## src/rtl/syscall_print_ctrl_pkg.sv

```systemverilog
// syscall_print_ctrl_pkg: shared state type, data-memory window and syscall code
package syscall_print_ctrl_pkg;
  typedef enum logic [1:0] {IDLE, FETCH, EMIT, DONE} state_t;
  localparam logic [31:0] DMEM_LO_ADDR = 32'h7FFF_FBFC;
  localparam logic [31:0] DMEM_HI_ADDR = 32'h7FFF_FFFC;
  localparam logic [31:0] SYSCALL_PRINT_STRING = 32'd4;
  function automatic logic [7:0] pick_byte(input logic [31:0] word, input logic [1:0] lane);
    logic [31:0] s;
    s = word >> {lane, 3'b000};
    return s[7:0];
  endfunction
endpackage

```

## src/rtl/syscall_print_ctrl_if.sv

```systemverilog
// syscall_print_ctrl_if: CPU, data-memory, syscall and console signals of the print controller
interface syscall_print_ctrl_if;
  logic        cpu_memRead;
  logic        cpu_memWrite;
  logic [31:0] cpu_address;
  logic [31:0] cpu_writeData;
  logic [31:0] cpu_readData;
  logic        sys_start;
  logic [31:0] sys_addr;
  logic        stall;
  logic        mem_memRead;
  logic        mem_memWrite;
  logic [31:0] mem_address;
  logic [31:0] mem_writeData;
  logic [31:0] mem_readData;
  logic        char_valid;
  logic [7:0]  char_data;
  logic        char_ready;
  logic        done;
  logic        err;
  modport slave (
    input  cpu_memRead, cpu_memWrite, cpu_address, cpu_writeData, sys_start, sys_addr,
           mem_readData, char_ready,
    output cpu_readData, stall, mem_memRead, mem_memWrite, mem_address, mem_writeData,
           char_valid, char_data, done, err
  );
  modport master (
    output cpu_memRead, cpu_memWrite, cpu_address, cpu_writeData, sys_start, sys_addr,
           mem_readData, char_ready,
    input  cpu_readData, stall, mem_memRead, mem_memWrite, mem_address, mem_writeData,
           char_valid, char_data, done, err
  );
endinterface

```

## src/rtl/syscall_print_ctrl_dmem_port_mux.sv

```systemverilog
// dmem_port_mux: hands the data-memory port to the CPU or to the string walker
module dmem_port_mux (
  input  logic        i_owner,
  input  logic        i_cpu_memRead,
  input  logic        i_cpu_memWrite,
  input  logic [31:0] i_cpu_address,
  input  logic [31:0] i_cpu_writeData,
  output logic [31:0] o_cpu_readData,
  input  logic        i_ctl_memRead,
  input  logic [31:0] i_ctl_address,
  output logic        o_mem_memRead,
  output logic        o_mem_memWrite,
  output logic [31:0] o_mem_address,
  output logic [31:0] o_mem_writeData,
  input  logic [31:0] i_mem_readData
);
  assign o_mem_memRead   = i_owner ? i_ctl_memRead : i_cpu_memRead;
  assign o_mem_memWrite  = i_owner ? 1'b0 : i_cpu_memWrite;
  assign o_mem_address   = i_owner ? i_ctl_address : i_cpu_address;
  assign o_mem_writeData = i_owner ? 32'd0 : i_cpu_writeData;
  assign o_cpu_readData  = i_owner ? 32'd0 : i_mem_readData;
endmodule

```

## src/rtl/syscall_print_ctrl.sv

```systemverilog
// syscall_print_ctrl: print_string syscall sequencer and data-memory port arbiter
// DMEM_RANGE_CHECK_EN: refuse fetches outside the implemented data-memory window
module syscall_print_ctrl
  import syscall_print_ctrl_pkg::*;
#(
  parameter int MAX_LEN = 256
) (
  input logic                 clk,
  input logic                 rst_n,
  syscall_print_ctrl_if.slave bus
);
  state_t      r_state;
  logic [31:0] r_ptr;
  logic [31:0] r_count;
  logic [31:0] r_word;
  logic        r_err;
  logic [31:0] w_fetch_addr;
  logic [31:0] w_ptr_nxt;
  logic [31:0] w_count_nxt;
  logic [7:0]  w_byte;
  logic        w_owner;
  logic        w_emit;
  logic        w_in_range;
  assign w_fetch_addr = {r_ptr[31:2], 2'b00};
  assign w_ptr_nxt    = r_ptr + 32'd1;
  assign w_count_nxt  = r_count + 32'd1;
  assign w_byte       = pick_byte(r_word, r_ptr[1:0]);
  assign w_owner      = r_state != IDLE;
  assign w_emit       = rst_n && r_state == EMIT && w_byte != 8'd0;
`ifdef DMEM_RANGE_CHECK_EN
  assign w_in_range = w_fetch_addr >= DMEM_LO_ADDR && w_fetch_addr <= DMEM_HI_ADDR;
`else
  assign w_in_range = 1'b1;
`endif
  // stall covers the sys_start cycle itself so the syscall cannot retire early
  assign bus.stall      = rst_n && (w_owner || bus.sys_start);
  assign bus.done       = rst_n && r_state == DONE;
  assign bus.char_valid = w_emit;
  assign bus.char_data  = w_emit ? w_byte : 8'd0;
  assign bus.err        = r_err;
  dmem_port_mux u_mux (
    .i_owner        (w_owner),
    .i_cpu_memRead  (bus.cpu_memRead),
    .i_cpu_memWrite (bus.cpu_memWrite),
    .i_cpu_address  (bus.cpu_address),
    .i_cpu_writeData(bus.cpu_writeData),
    .o_cpu_readData (bus.cpu_readData),
    .i_ctl_memRead  (r_state == FETCH && w_in_range),
    .i_ctl_address  (w_fetch_addr),
    .o_mem_memRead  (bus.mem_memRead),
    .o_mem_memWrite (bus.mem_memWrite),
    .o_mem_address  (bus.mem_address),
    .o_mem_writeData(bus.mem_writeData),
    .i_mem_readData (bus.mem_readData)
  );
  always_ff @(posedge clk) begin
    if (!rst_n) begin
      r_state <= IDLE;
      r_ptr   <= 32'd0;
      r_count <= 32'd0;
      r_word  <= 32'd0;
      r_err   <= 1'b0;
    end else begin
      case (r_state)
        IDLE: if (bus.sys_start) begin
          r_ptr   <= bus.sys_addr;
          r_count <= 32'd0;
          r_err   <= 1'b0;
          r_state <= FETCH;
        end
        FETCH: if (w_in_range) begin
          r_word  <= bus.mem_readData;
          r_state <= EMIT;
        end else begin
          r_err   <= 1'b1;
          r_state <= DONE;
        end
        EMIT: if (w_byte == 8'd0) r_state <= DONE;
        else if (bus.char_ready) begin
          r_ptr   <= w_ptr_nxt;
          r_count <= w_count_nxt;
          // refetch only when the pointer crosses into the next word
          if (w_count_nxt == 32'(MAX_LEN)) begin
            r_err   <= 1'b1;
            r_state <= DONE;
          end else if (w_ptr_nxt[1:0] == 2'b00) r_state <= FETCH;
        end
        DONE: r_state <= IDLE;
      endcase
    end
  end
endmodule
```

## src/flat_wrapper.sv

```systemverilog
// flat-port wrapper written by rule: the top's interface ports become plain ports
module syscall_print_ctrl_flat import syscall_print_ctrl_pkg::*;
#(
  parameter int MAX_LEN = 256
)
  (clk, rst_n, bus_cpu_memRead, bus_cpu_memWrite, bus_cpu_address, bus_cpu_writeData, bus_sys_start, bus_sys_addr, bus_mem_readData, bus_char_ready, bus_cpu_readData, bus_stall, bus_mem_memRead, bus_mem_memWrite, bus_mem_address, bus_mem_writeData, bus_char_valid, bus_char_data, bus_done, bus_err);
  syscall_print_ctrl_if bus_i ();
  input logic clk;
  input logic rst_n;
  input wire logic [$bits(bus_i.cpu_memRead)-1:0] bus_cpu_memRead;
  input wire logic [$bits(bus_i.cpu_memWrite)-1:0] bus_cpu_memWrite;
  input wire logic [$bits(bus_i.cpu_address)-1:0] bus_cpu_address;
  input wire logic [$bits(bus_i.cpu_writeData)-1:0] bus_cpu_writeData;
  input wire logic [$bits(bus_i.sys_start)-1:0] bus_sys_start;
  input wire logic [$bits(bus_i.sys_addr)-1:0] bus_sys_addr;
  input wire logic [$bits(bus_i.mem_readData)-1:0] bus_mem_readData;
  input wire logic [$bits(bus_i.char_ready)-1:0] bus_char_ready;
  output wire logic [$bits(bus_i.cpu_readData)-1:0] bus_cpu_readData;
  output wire logic [$bits(bus_i.stall)-1:0] bus_stall;
  output wire logic [$bits(bus_i.mem_memRead)-1:0] bus_mem_memRead;
  output wire logic [$bits(bus_i.mem_memWrite)-1:0] bus_mem_memWrite;
  output wire logic [$bits(bus_i.mem_address)-1:0] bus_mem_address;
  output wire logic [$bits(bus_i.mem_writeData)-1:0] bus_mem_writeData;
  output wire logic [$bits(bus_i.char_valid)-1:0] bus_char_valid;
  output wire logic [$bits(bus_i.char_data)-1:0] bus_char_data;
  output wire logic [$bits(bus_i.done)-1:0] bus_done;
  output wire logic [$bits(bus_i.err)-1:0] bus_err;
  assign bus_i.cpu_memRead = bus_cpu_memRead;
  assign bus_i.cpu_memWrite = bus_cpu_memWrite;
  assign bus_i.cpu_address = bus_cpu_address;
  assign bus_i.cpu_writeData = bus_cpu_writeData;
  assign bus_i.sys_start = bus_sys_start;
  assign bus_i.sys_addr = bus_sys_addr;
  assign bus_i.mem_readData = bus_mem_readData;
  assign bus_i.char_ready = bus_char_ready;
  assign bus_cpu_readData = bus_i.cpu_readData;
  assign bus_stall = bus_i.stall;
  assign bus_mem_memRead = bus_i.mem_memRead;
  assign bus_mem_memWrite = bus_i.mem_memWrite;
  assign bus_mem_address = bus_i.mem_address;
  assign bus_mem_writeData = bus_i.mem_writeData;
  assign bus_char_valid = bus_i.char_valid;
  assign bus_char_data = bus_i.char_data;
  assign bus_done = bus_i.done;
  assign bus_err = bus_i.err;
  syscall_print_ctrl #(.MAX_LEN(MAX_LEN)) u_core (.clk(clk), .rst_n(rst_n), .bus(bus_i));
endmodule
```

## config.mk

```make
export PLATFORM = sky130hd
export DESIGN_NAME = syscall_print_ctrl_flat
export DESIGN_NICKNAME = d
export VERILOG_FILES = /design/src/rtl/syscall_print_ctrl_pkg.sv /design/src/rtl/syscall_print_ctrl_if.sv /design/src/rtl/syscall_print_ctrl_dmem_port_mux.sv /design/src/rtl/syscall_print_ctrl.sv /design/src/flat_wrapper.sv
export SDC_FILE = /design/constraint.sdc
export NUM_CORES = 1
export LEC_CHECK = 0
export CAP_MARGIN = 20
export CELL_PAD_IN_SITES_DETAIL_PLACEMENT = 1
export CELL_PAD_IN_SITES_GLOBAL_PLACEMENT = 1
export CORE_MARGIN = 2
export CORE_UTILIZATION = 32
export DETAILED_ROUTE_END_ITERATION = 12
export GPL_TIMING_DRIVEN = 0
export PLACE_DENSITY = 0.9
export SLEW_MARGIN = 30
export SYNTH_ARGS = -nofsm -noshare
export SYNTH_HDL_FRONTEND = slang
export SYNTH_SLANG_ARGS = --single-unit
export TNS_END_PERCENT = 10
```

## constraint.sdc

```tcl
create_clock -name clk -period 2.9 [get_ports clk]
set_input_delay 0.58 -clock clk [delete_from_list [all_inputs] [get_ports clk]]
set_output_delay 0.58 -clock clk [all_outputs]
set_load 0.01 [all_outputs]
```

==> Flow_metrics.wiki, run 1 <==
{| class="wikitable"
! Metric !! Value
|-
| Run status || completed
|-
| Setup WS post-layout || 0.0163 ns
|-
| Endpoint of the worst register-to-register path || u_core.r_state[1]
|-
| Mapped Nets || around 1.0k
|-
| Clock Path Buffers || 2
|-
| Clock tree from TritonCTS || done
|-
| Seq/Total Area, Yosys || 0.301
|-
| Area inside the core boundary || roughly 0.02 sq mm
|-
| Count of hold-fix buffers inserted at cts || 0
|-
| DP Wirelength || between 20000 and 25000 um
|-
| Unrepaired setup endpoints after global routing || true
|-
| Antenna fix cells || 0
|-
| Source-to-sink clock delay at the later pin of the worst-skew pair || about 0.37 ns
|-
| Class of the worst hold path || register to register
|-
| Data required time of the critical path || 2.32 ns
|-
| Final critical delay including setup and external delays || 2.88 ns
|-
| Pre-CTS worst setup slack || -0.727 ns
|-
| Synth cell types || 69
|-
| Relative slew slack || 0.383
|-
| Setup skew after layout || between 0.009 and 0.01 ns
|-
| Fraction of the cycle the final worst path needs || 0.994
|-
| Antenna violations before repair || 0
|-
| Clock-pin slew on the worst setup and hold paths || 0.08 ns
|-
| Count of cells along the worst register-to-register path || 9
|-
| Standby leakage power || roughly 0.0036 uW
|-
| Number of synthesized flops with an enable pin || 0
|-
| Path type of the worst setup path || register to output port
|-
| Library cell with the largest summed area after synthesis || sky130_fd_sc_hd__dfxtp_1
|-
| Crit path capture || bus_char_data[1]
|-
| Synthesized area || about 0.0066 sq mm
|-
| Initial Utilization || 0.325
|-
| Power density over cell area || between 500 and 600 mW/mm^2
|-
| Final Hold Slack || ~0.46 ns
|-
| Number of buffers inserted during clock tree synthesis || 9
|-
| Slew at the pin closest to its max-slew limit || around 0.92 ns
|-
| Area of the multi-input gates || 0.00430 sq mm
|-
| Drt drc || 0
|-
| Maximum operating frequency || 347 MHz
|-
| Leading post-synthesis cells by cell area || sky130_fd_sc_hd__dfxtp_1 (30%), sky130_fd_sc_hd__nand2_1 (7.4%), sky130_fd_sc_hd__a21oi_1 (7.1%)
|-
| Nature of the critical path endpoint || output port
|-
| Number of vias per cell after detailed routing || approximately 5.8
|-
| Global-route wire length before repair || ~47000 um
|-
| Number of core rows || 52
|-
| Count of endpoints failing hold in the final timing report || 0
|-
| WL final || 31400 um
|-
| Layout cell share with drive strength beyond 1 || 0.125
|-
| Setup slack of the worst register-to-register path || 0.02 ns
|-
| Launch point of the critical path || u_core.r_state[1]
|-
| Number of global-route vias before repair || 8154
|-
| Routed wire per std cell || between 20 and 25 um
|-
| Final count of negative-setup-slack endpoints || 0
|-
| Predominant post-synthesis flop cell || sky130_fd_sc_hd__dfxtp_1
|-
| Sequential standard cell area || about 0.002 sq mm
|-
| H-tree lvl count || 3
|-
| Peak supply drop || 0.293 mV
|-
| Signal arrival time at the worst endpoint || ~2.3 ns
|-
| Post-layout nets || 1281
|-
| Floorplan die area || approximately 0.022 sq mm
|-
| Die X || 147 um
|-
| Total count of max-transition violations in the final report || 0
|-
| Launch point of the worst reg-to-reg path || u_core.r_count[3]
|-
| Reported max-cap violation count || 0
|-
| Count of synthesis-stage warnings from yosys || 0
|-
| Kind of launch point of the worst setup path || register
|-
| PortBufs || ~240
|-
| Number of nets still failing antenna checks after routing || 0
|-
| Clk sinks || just under 100
|-
| Root buffer cell || sky130_fd_sc_hd__clkbuf_16
|-
| Sum of overflow across all layers after global routing || 0
|-
| Share of synthesized registers carrying an async set or reset || 0
|-
| Syn-to-layout area delta || 50.0%
|-
| Critical path cell sequence || buf_4 -> nor2b_1 -> clkbuf_4 -> clkbuf_4 -> and3_1 -> clkdlybuf4s50_1
|-
| Largest net degree at the start of global routing || 20
|-
| Total routing resource utilization after global routing || 0.280
|-
| Kind of cell with the highest combined delay on the critical path || buffers and inverters
|-
| DR iter-0 viols || about 750
|-
| Depth of the critical timing path with buffers and inverters included || 6
|-
| Overall via count from detail_route || between 8k and 9k
|-
| Combined buffer and inverter count along the critical path || 4
|-
| Floorplan die height || 147 um
|-
| Total negative setup slack || 0 ns
|-
| CP peak stage delay || about 0.57 ns
|-
| Worst path slowest cell || sky130_fd_sc_hd__clkdlybuf4s50_1
|-
| First-pass iteration count of the detailed router || 5
|-
| Gpl congestion || ~0.89
|-
| Number of filler cells placed in the layout || 2454
|-
| Number of synthesized register bits || around 100
|-
| Average size of a mapped cell || roughly 7.5 sq um
|-
| CP most frequent cell || sky130_fd_sc_hd__clkbuf_4
|-
| Largest fanout on the critical path || 10
|-
| # IOs || ~240
|-
| Synth top area share || 0.301
|-
| Total power after layout || 5750 uW
|-
| Number of standard cells after synthesis || a little under 900
|}
worst min path at each step:
stage / cells after the start / to / start
after floorplan: 2 / u_core.r_word[16] / u_core.r_word[16]
after global placement: 2 / u_core.r_word[12] / u_core.r_word[12]
after detailed placement: 2 / u_core.r_word[12] / u_core.r_word[12]
after CTS: 2 / u_core.r_word[12] / u_core.r_word[12]
after global routing: 2 / u_core.r_word[28] / u_core.r_word[28]
final: 2 / u_core.r_word[20] / u_core.r_word[20]
metrics by stage:
| stage | utilization | instances | cell area (sq um) |
|---|---|---|---|
| 3_5_place_dp | 0.463 | 1393 | 9360 |
| 6_report | 0.488 | 1420 | 9880 |
| 3_3_place_gp | 0.462 | 1393 | 9360 |
| 2_1_floorplan | - | 880 | 6590 |
| 5_1_grt | 0.488 | 1420 | 9880 |
| 4_1_cts | 0.484 | 1417 | 9800 |
worst min-delay path, cell delays in order (launching register included):
cell	delay (ns)
sky130_fd_sc_hd__dfxtp_1	0.31
sky130_fd_sc_hd__nand2_1	0.05
sky130_fd_sc_hd__a21oi_1	0.05
cells by family after synthesis:
kind of cell / count (synthesis) / share of synthesized area
mux: 38 / 0.0785
fa+ha+maj: 2 / 0.00380
compound gates: 222 / 0.208
buf+inv: 83 / 0.0593
simple gates: 427 / 0.338
flops: 99 / 0.301
xor+xnor: 9 / 0.0120
state kept, by name, indices dropped and copies added (netlist names):
| register | count |
|---|---|
| u_core.r_count | 32 |
| u_core.r_ptr | 32 |
| u_core.r_word | 32 |
| u_core.r_state | 2 |
| u_core.bus.err | 1 |
final cells by class:
| class | count | share of cell area |
|---|---|---|
| Buffer | 76 | 0.0418 |
| Tap cell | 270 | 0.0342 |
| Clock buffer | 9 | 0.0228 |
| Multi-Input combinational cell | 698 | 0.436 |
| Sequential cell | 99 | 0.201 |
| Inverter | 6 | 0.00228 |
| Timing Repair Buffer | 255 | 0.255 |
| Clock inverter | 7 | 0.00684 |
cells in the mapped netlist, types with 5 or more instances:
master                     number
sky130_fd_sc_hd__o31ai_1        7
sky130_fd_sc_hd__a311oi_1       8
sky130_fd_sc_hd__nand4_1       26
sky130_fd_sc_hd__nand2_1      130
sky130_fd_sc_hd__and2_1        70
sky130_fd_sc_hd__and3_1        22
sky130_fd_sc_hd__clkbuf_1      44
sky130_fd_sc_hd__nor4_1        11
sky130_fd_sc_hd__a211oi_1       6
sky130_fd_sc_hd__mux2_2        29
sky130_fd_sc_hd__a31oi_1       10
sky130_fd_sc_hd__nor2_1        74
sky130_fd_sc_hd__o21ai_0       45
sky130_fd_sc_hd__buf_2         20
sky130_fd_sc_hd__o21ai_1        7
sky130_fd_sc_hd__or4_1          5
sky130_fd_sc_hd__dfxtp_1       99
sky130_fd_sc_hd__nand3_1       23
sky130_fd_sc_hd__inv_1          6
sky130_fd_sc_hd__a22oi_1        7
sky130_fd_sc_hd__buf_6          6
sky130_fd_sc_hd__and4_1         6
sky130_fd_sc_hd__mux4_2         8
sky130_fd_sc_hd__or3_1         13
sky130_fd_sc_hd__o221a_1        7
sky130_fd_sc_hd__a21oi_1       94
sky130_fd_sc_hd__nor3_1        18
sky130_fd_sc_hd__xor2_1         5
metal layers:
metal,share of wire,global-route usage,wire [um]
met3,0.083,0.0552,2600
met1,0.41,0.362,12800
met2,0.48,0.471,14900
met4,0.034,0.0875,1060
met5,0,0,0
placed cells by master (no fill, tap or decap), drive strengths merged, types with 24 or more instances in the layout:
cell type / count
clkdlybuf4s50: 239
nand2: 131
dfxtp: 99
a21oi: 95
nor2: 74
and2: 71
o21ai: 52
clkbuf: 52
buf: 46
mux2: 29
nand4: 28
nand3: 24
report_power, final:
group | internal, uW | switching, uW
registers | 1510 | 175
logic | 1370 | 1440
clock network | 608 | 651
what timing repair did:
action | 4_1_cts | 5_1_grt
resized for setup | 31 | 32
setup endpoints to repair | 119 | 112
setup buffers | 8 | 4
pin swaps | 2 | 3
Note: power is estimated with default switching activity, not from simulation.
==> run 2, diff against run 1 <==
Settings changed: SKIP_CTS_REPAIR_TIMING set to 1.
==> Flow_metrics.wiki, run 2 (synthesis gave the netlist of run 1 again) <==
{| class="wikitable"
! Metric !! Value
|-
| Run status || complete, but fails checks
|-
| Violations in the final reports || negative setup slack
|-
| Die X || between 100 and 150 um
|-
| Number of vias per cell after detailed routing || 5.73
|-
| Drt drc || 0
|-
| Data required time of the critical path || around 2.3 ns
|-
| Global-route wire length before repair || 46000 um
|-
| Final core utilization || 0.487
|-
| Source-to-sink clock delay at the later pin of the worst-skew pair || 0.37 ns
|-
| Final critical delay including setup and external delays || about 3.0 ns
|-
| Registers with the most flip-flops || u_core.r_count x32, u_core.r_ptr x32, u_core.r_word x32
|-
| Standby leakage power || around 0.0036 uW
|-
| Final count of negative-setup-slack endpoints || 2
|-
| Reported max-cap violation count || 0
|-
| Number of global-route vias before repair || 8031
|-
| Overall via count from detail_route || about 8.1k
|-
| Number of nets still failing antenna checks after routing || 0
|-
| Class of the worst hold path || register to register
|-
| Number of filler cells placed in the layout || around 2.5k
|-
| Signal arrival time at the worst endpoint || between 2 and 2.5 ns
|-
| Total negative setup slack || -0.161 ns
|-
| Setup WS post-layout || -0.130 ns
|-
| Sequential standard cell area || around 0.0020 sq mm
|-
| Layout cell share with drive strength beyond 1 || 0.116
|-
| Relative slew slack || 0.361
|-
| Root buffer cell || sky130_fd_sc_hd__clkbuf_16
|-
| Number of core rows || 52
|-
| Final Hold Slack || 0.458 ns
|-
| H-tree lvl count || 3
|-
| # IOs || roughly 240
|-
| Largest net degree at the start of global routing || 20
|-
| Slew at the pin closest to its max-slew limit || ~0.96 ns
|-
| Nature of the critical path endpoint || output port
|-
| Initial Utilization || 0.325
|-
| Largest fanout on the critical path || 10
|-
| Antenna fix cells || 0
|-
| Power density over cell area || 579 mW/mm^2
|-
| DP Wirelength || between 20000 and 25000 um
|-
| Clock-pin slew on the worst setup and hold paths || 0.08 ns
|-
| WL final || ~31000 um
|-
| Area inside the core boundary || 0.0202 sq mm
|-
| Area of the multi-input gates || around 0.0043 sq mm
|-
| Post-layout nets || between 1k and 1.5k
|-
| Peak supply drop || 0.288 mV
|-
| DR iter-0 viols || between 800 and 900
|-
| First-pass iteration count of the detailed router || 5
|-
| Number of buffers inserted during clock tree synthesis || 9
|-
| Routed wire per std cell || about 22 um
|-
| Count of non-filler cells in the finished layout || ~1.4k
|-
| Floorplan die area || approximately 0.022 sq mm
|-
| Clk sinks || 99
|-
| Total routing resource utilization after global routing || 0.270
|-
| Count of endpoints failing hold in the final timing report || 0
|-
| Total count of max-transition violations in the final report || 0
|-
| Path type of the worst setup path || register to output port
|-
| Clock Path Buffers || 2
|-
| Instance count after placement with tap cells included || around 1.4k
|-
| Top library cells by usage in the layout, fill and taps aside || sky130_fd_sc_hd__clkdlybuf4s50_1 (240), sky130_fd_sc_hd__nand2_1 (130), sky130_fd_sc_hd__dfxtp_1 (96), sky130_fd_sc_hd__a21oi_1 (94), sky130_fd_sc_hd__nor2_1 (72)
|-
| Kind of launch point of the worst setup path || register
|-
| Syn-to-layout area delta || 49.7%
|-
| Pre-CTS worst setup slack || -0.727 ns
|-
| Clock tree from TritonCTS || done
|-
| Setup skew after layout || about 0.011 ns
|-
| Antenna violations before repair || 0
|-
| Maximum operating frequency || between 300 and 400 MHz
|-
| PortBufs || between 200 and 250
|-
| Floorplan die height || ~150 um
|-
| Unrepaired setup endpoints after global routing || true
|-
| Fraction of the cycle the final worst path needs || 1.04
|-
| Gpl congestion || between 0.8 and 0.9
|-
| Commonest non-fill, non-tap cell in the layout || sky130_fd_sc_hd__clkdlybuf4s50_1
|-
| Sum of overflow across all layers after global routing || 0
|}
[run 2: cell count changes in the layout (fill, tap and decap cells not counted), sizes merged]
cell	delta
clkdlybuf4s50	+1
clkbuf	+1
dlymetal6s2s	+1
buf	-7
dlygate4sd2	-1
[run 2: path summary, 6_finish.rpt]
kind,start,cells past startpoint,slack (ns),end
max reg2reg,u_core.r_ptr[0],8,0.01,u_core.r_ptr[30]
min,u_core.r_word[12],2,0.46,u_core.r_word[12]
max,u_core.r_ptr[0],7,-0.13,bus_char_valid
min reg2reg,u_core.r_word[12],2,0.46,u_core.r_word[12]
[run 2: final cells by class]
class / count / area share
multi-input cells: 698 / 0.436
repair buffers: 250 / 0.254
flip-flops and latches: 99 / 0.202
plain buffers: 76 / 0.0419
well taps: 270 / 0.0343
clock buffers: 9 / 0.0228
clock inverters: 7 / 0.00685
inverters: 6 / 0.00228
[run 2: metal layers]
layer	part of all wire	vias to the layer above	track usage
met5	0	-	0
met4	0.022	0	0.0817
met3	0.082	53	0.0577
met2	0.48	407	0.450
met1	0.41	3959	0.352
li1	-	3689	-
[run 2: report_power, final]
part           internal [uW]  leakage (uW)  total, uW  switching [uW]
Sequential              1510      0.000808       1680             174
Combinational           1350       0.00265       2770            1410
Clock                    609      0.000146       1260             650
[run 2: through the flow]
step                total power, uW  cell area (sq um)
floorplan                      2950               6590
global placement               4230               9360
detailed placement             4300               9360
CTS                            5540               9650
global route                   5930               9860
finish                         5710               9860
[run 2: critical path: stages, from the launching register on]
cell and delay [ns]:
sky130_fd_sc_hd__dfxtp_4 0.39, sky130_fd_sc_hd__buf_8 0.16, sky130_fd_sc_hd__mux4_2 0.56, sky130_fd_sc_hd__nor4_4 0.34, sky130_fd_sc_hd__nand2_1 0.16, sky130_fd_sc_hd__nand2_1 0.18
sky130_fd_sc_hd__nor2_1 0.08, sky130_fd_sc_hd__dlymetal6s2s_1 0.21
==> run 3, diff against run 2 <==
Settings changed: CTS_BUF_LIST set to sky130_fd_sc_hd__clkbuf_4.
==> Flow_metrics.wiki, run 3 (synthesis gave the netlist of run 1 again) <==
{| class="wikitable"
! Metric !! Value
|-
| Run status || complete, but fails checks
|-
| Violations in the final reports || negative setup slack
|-
| Final critical delay including setup and external delays || ~3.2 ns
|-
| Number of vias per cell after detailed routing || roughly 5.7
|-
| Total count of max-transition violations in the final report || 0
|-
| Slew at the pin closest to its max-slew limit || 0.988 ns
|-
| Number of global-route vias before repair || slightly below 8k
|-
| Number of nets still failing antenna checks after routing || 0
|-
| Hold Crit Start || u_core.r_word[10]
|-
| Routed metal-1 wire length || about 13000 um
|-
| Final count of negative-setup-slack endpoints || 28
|-
| NetSw || 2170 uW
|-
| Sw frac || 0.416
|-
| Floorplan die height || ~150 um
|-
| Count of non-filler cells in the finished layout || ~1.4k
|-
| Number of core rows || 52
|-
| Sum of met3 wire segment lengths after detailed routing || roughly 2400 um
|-
| Setup skew after layout || between 0.01 and 0.015 ns
|-
| Largest fanout on the critical path || 10
|-
| Sum of overflow across all layers after global routing || 0
|-
| Count of endpoints failing hold in the final timing report || 0
|-
| DP Wirelength || around 23000 um
|-
| Total routing resource utilization after global routing || 0.266
|-
| Class of the worst hold path || register to register
|-
| Data required time of the critical path || between 2 and 2.5 ns
|-
| # IOs || 244
|-
| Maximum operating frequency || 314 MHz
|-
| Internal power summed over all cells || between 3000 and 4000 uW
|-
| Syn-to-layout area delta || 49.3%
|-
| Peak supply drop || 0.257 mV
|-
| Launch point of the worst reg-to-reg path || u_core.r_count[0]
|-
| Drt drc || 0
|-
| Registers with the most flip-flops || u_core.r_count x32, u_core.r_ptr x32, u_core.r_word x32
|-
| DR iter-0 viols || 707
|-
| Layout cell share with drive strength beyond 1 || 0.111
|-
| Root buffer cell || sky130_fd_sc_hd__clkbuf_4
|-
| Kind of launch point of the worst setup path || register
|-
| Largest net degree at the start of global routing || 20
|-
| Reported max-cap violation count || 0
|-
| Antenna violations before repair || 2
|-
| Combinational group share of total power || 0.526
|-
| Number of buffers inserted during clock tree synthesis || 9
|-
| Post-layout nets || about 1.3k
|-
| WL final || just over 30000 um
|-
| Clock tree from TritonCTS || done
|-
| H-tree lvl count || 3
|-
| Top layer in use || met5
|-
| Area of the multi-input gates || between 0.004 and 0.005 sq mm
|-
| Wire length on met2 || 14900 um
|-
| Path type of the worst setup path || register to output port
|-
| Number of filler cells placed in the layout || between 2k and 2.5k
|-
| Standby leakage power || 0.00420 uW
|-
| Relative slew slack || 0.342
|-
| Initial Utilization || 0.325
|-
| Fraction of the cycle the final worst path needs || 1.10
|-
| Launch point of the critical path || u_core.r_ptr[0]
|-
| Global-route wire length before repair || 45400 um
|-
| Power density over cell area || 530 mW/mm^2
|-
| Top library cells by usage in the layout, fill and taps aside || sky130_fd_sc_hd__clkdlybuf4s50_1 (186), sky130_fd_sc_hd__nand2_1 (130), sky130_fd_sc_hd__dfxtp_1 (97), sky130_fd_sc_hd__a21oi_1 (94), sky130_fd_sc_hd__nor2_1 (72)
|-
| Die X || 147 um
|-
| Clock group share of total power || 0.151
|-
| Flop pwr share || 0.323
|-
| Routed wire per std cell || 21.7 um
|-
| Signal arrival time at the worst endpoint || around 2.6 ns
|-
| Floorplan die area || 0.0217 sq mm
|-
| Sequential standard cell area || 0.00199 sq mm
|-
| Commonest non-fill, non-tap cell in the layout || sky130_fd_sc_hd__clkdlybuf4s50_1
|-
| Source-to-sink clock delay at the later pin of the worst-skew pair || 0.51 ns
|-
| Area inside the core boundary || around 0.02 sq mm
|-
| Instance count after placement with tap cells included || ~1.4k
|-
| Setup WS post-layout || -0.283 ns
|-
| First-pass iteration count of the detailed router || 6
|-
| Clock-pin slew on the worst setup and hold paths || 0.19 ns
|-
| PortBufs || ~240
|-
| Pre-CTS worst setup slack || -0.727 ns
|-
| Overall via count from detail_route || between 8k and 9k
|-
| Gpl congestion || about 0.9
|-
| Clk sinks || 99
|-
| Unrepaired setup endpoints after global routing || true
|-
| Clock Path Buffers || 2
|-
| Nature of the critical path endpoint || output port
|}
[run 3: layout make-up]
cell class,instances,share of cell area
Antenna cell,1,0.000254
Buffer,76,0.0445
Clock buffer,9,0.00687
Clock inverter,7,0.00687
Inverter,6,0.00229
Multi-Input combinational cell,698,0.435
Sequential cell,99,0.202
Tap cell,270,0.0344
Timing Repair Buffer,249,0.268
[run 3: power groups by stage]
stage / Combinational [uW] / Sequential [uW] / Clock [uW]
2_1_floorplan: 1320 / 1630 / 0
3_3_place_gp: 2540 / 1690 / 0
3_5_place_dp: 2600 / 1700 / 0
4_1_cts: 2620 / 1670 / 786
5_1_grt: 2900 / 1700 / 831
6_report: 2740 / 1680 / 788
[run 3: stage by stage]
step	cell area (sq um)	setup TNS, ns	hold WS [ns]	total power [uW]	utilization
floorplan	6590	0	0.433	2950	-
global placement	9360	-21.75	0.441	4230	0.462
detailed placement	9360	-27.15	0.448	4300	0.463
CTS	9500	-85.88	0.470	5070	0.469
global route	9830	-4.87	0.488	5430	0.486
finish	9830	-1.34	0.473	5210	0.486
[run 3: final timing paths]
check                           slack (ns)           endpoint  cells after the start
worst max-delay path                 -0.28     bus_char_valid                      7
worst min-delay path                  0.47  u_core.r_word[10]                      2
worst max register to register       -0.17  u_core.r_state[1]                      9
worst min register to register        0.47  u_core.r_word[10]                      2
[run 3: metal layers]
metal	track usage	vias up
li1	-	3689
met1	0.350	3953
met2	0.447	380
met3	0.0481	70
met4	0.0817	2
met5	0	-
[run 3: worst max-delay path, cell delays in order, from the launching register on]
cell	delay, ns
sky130_fd_sc_hd__dfxtp_4	0.42
sky130_fd_sc_hd__buf_8	0.16
sky130_fd_sc_hd__mux4_2	0.56
sky130_fd_sc_hd__nor4_4	0.36
sky130_fd_sc_hd__nand2_1	0.16
sky130_fd_sc_hd__nand2_1	0.17
sky130_fd_sc_hd__nor2_1	0.07
sky130_fd_sc_hd__dlymetal6s2s_1	0.21
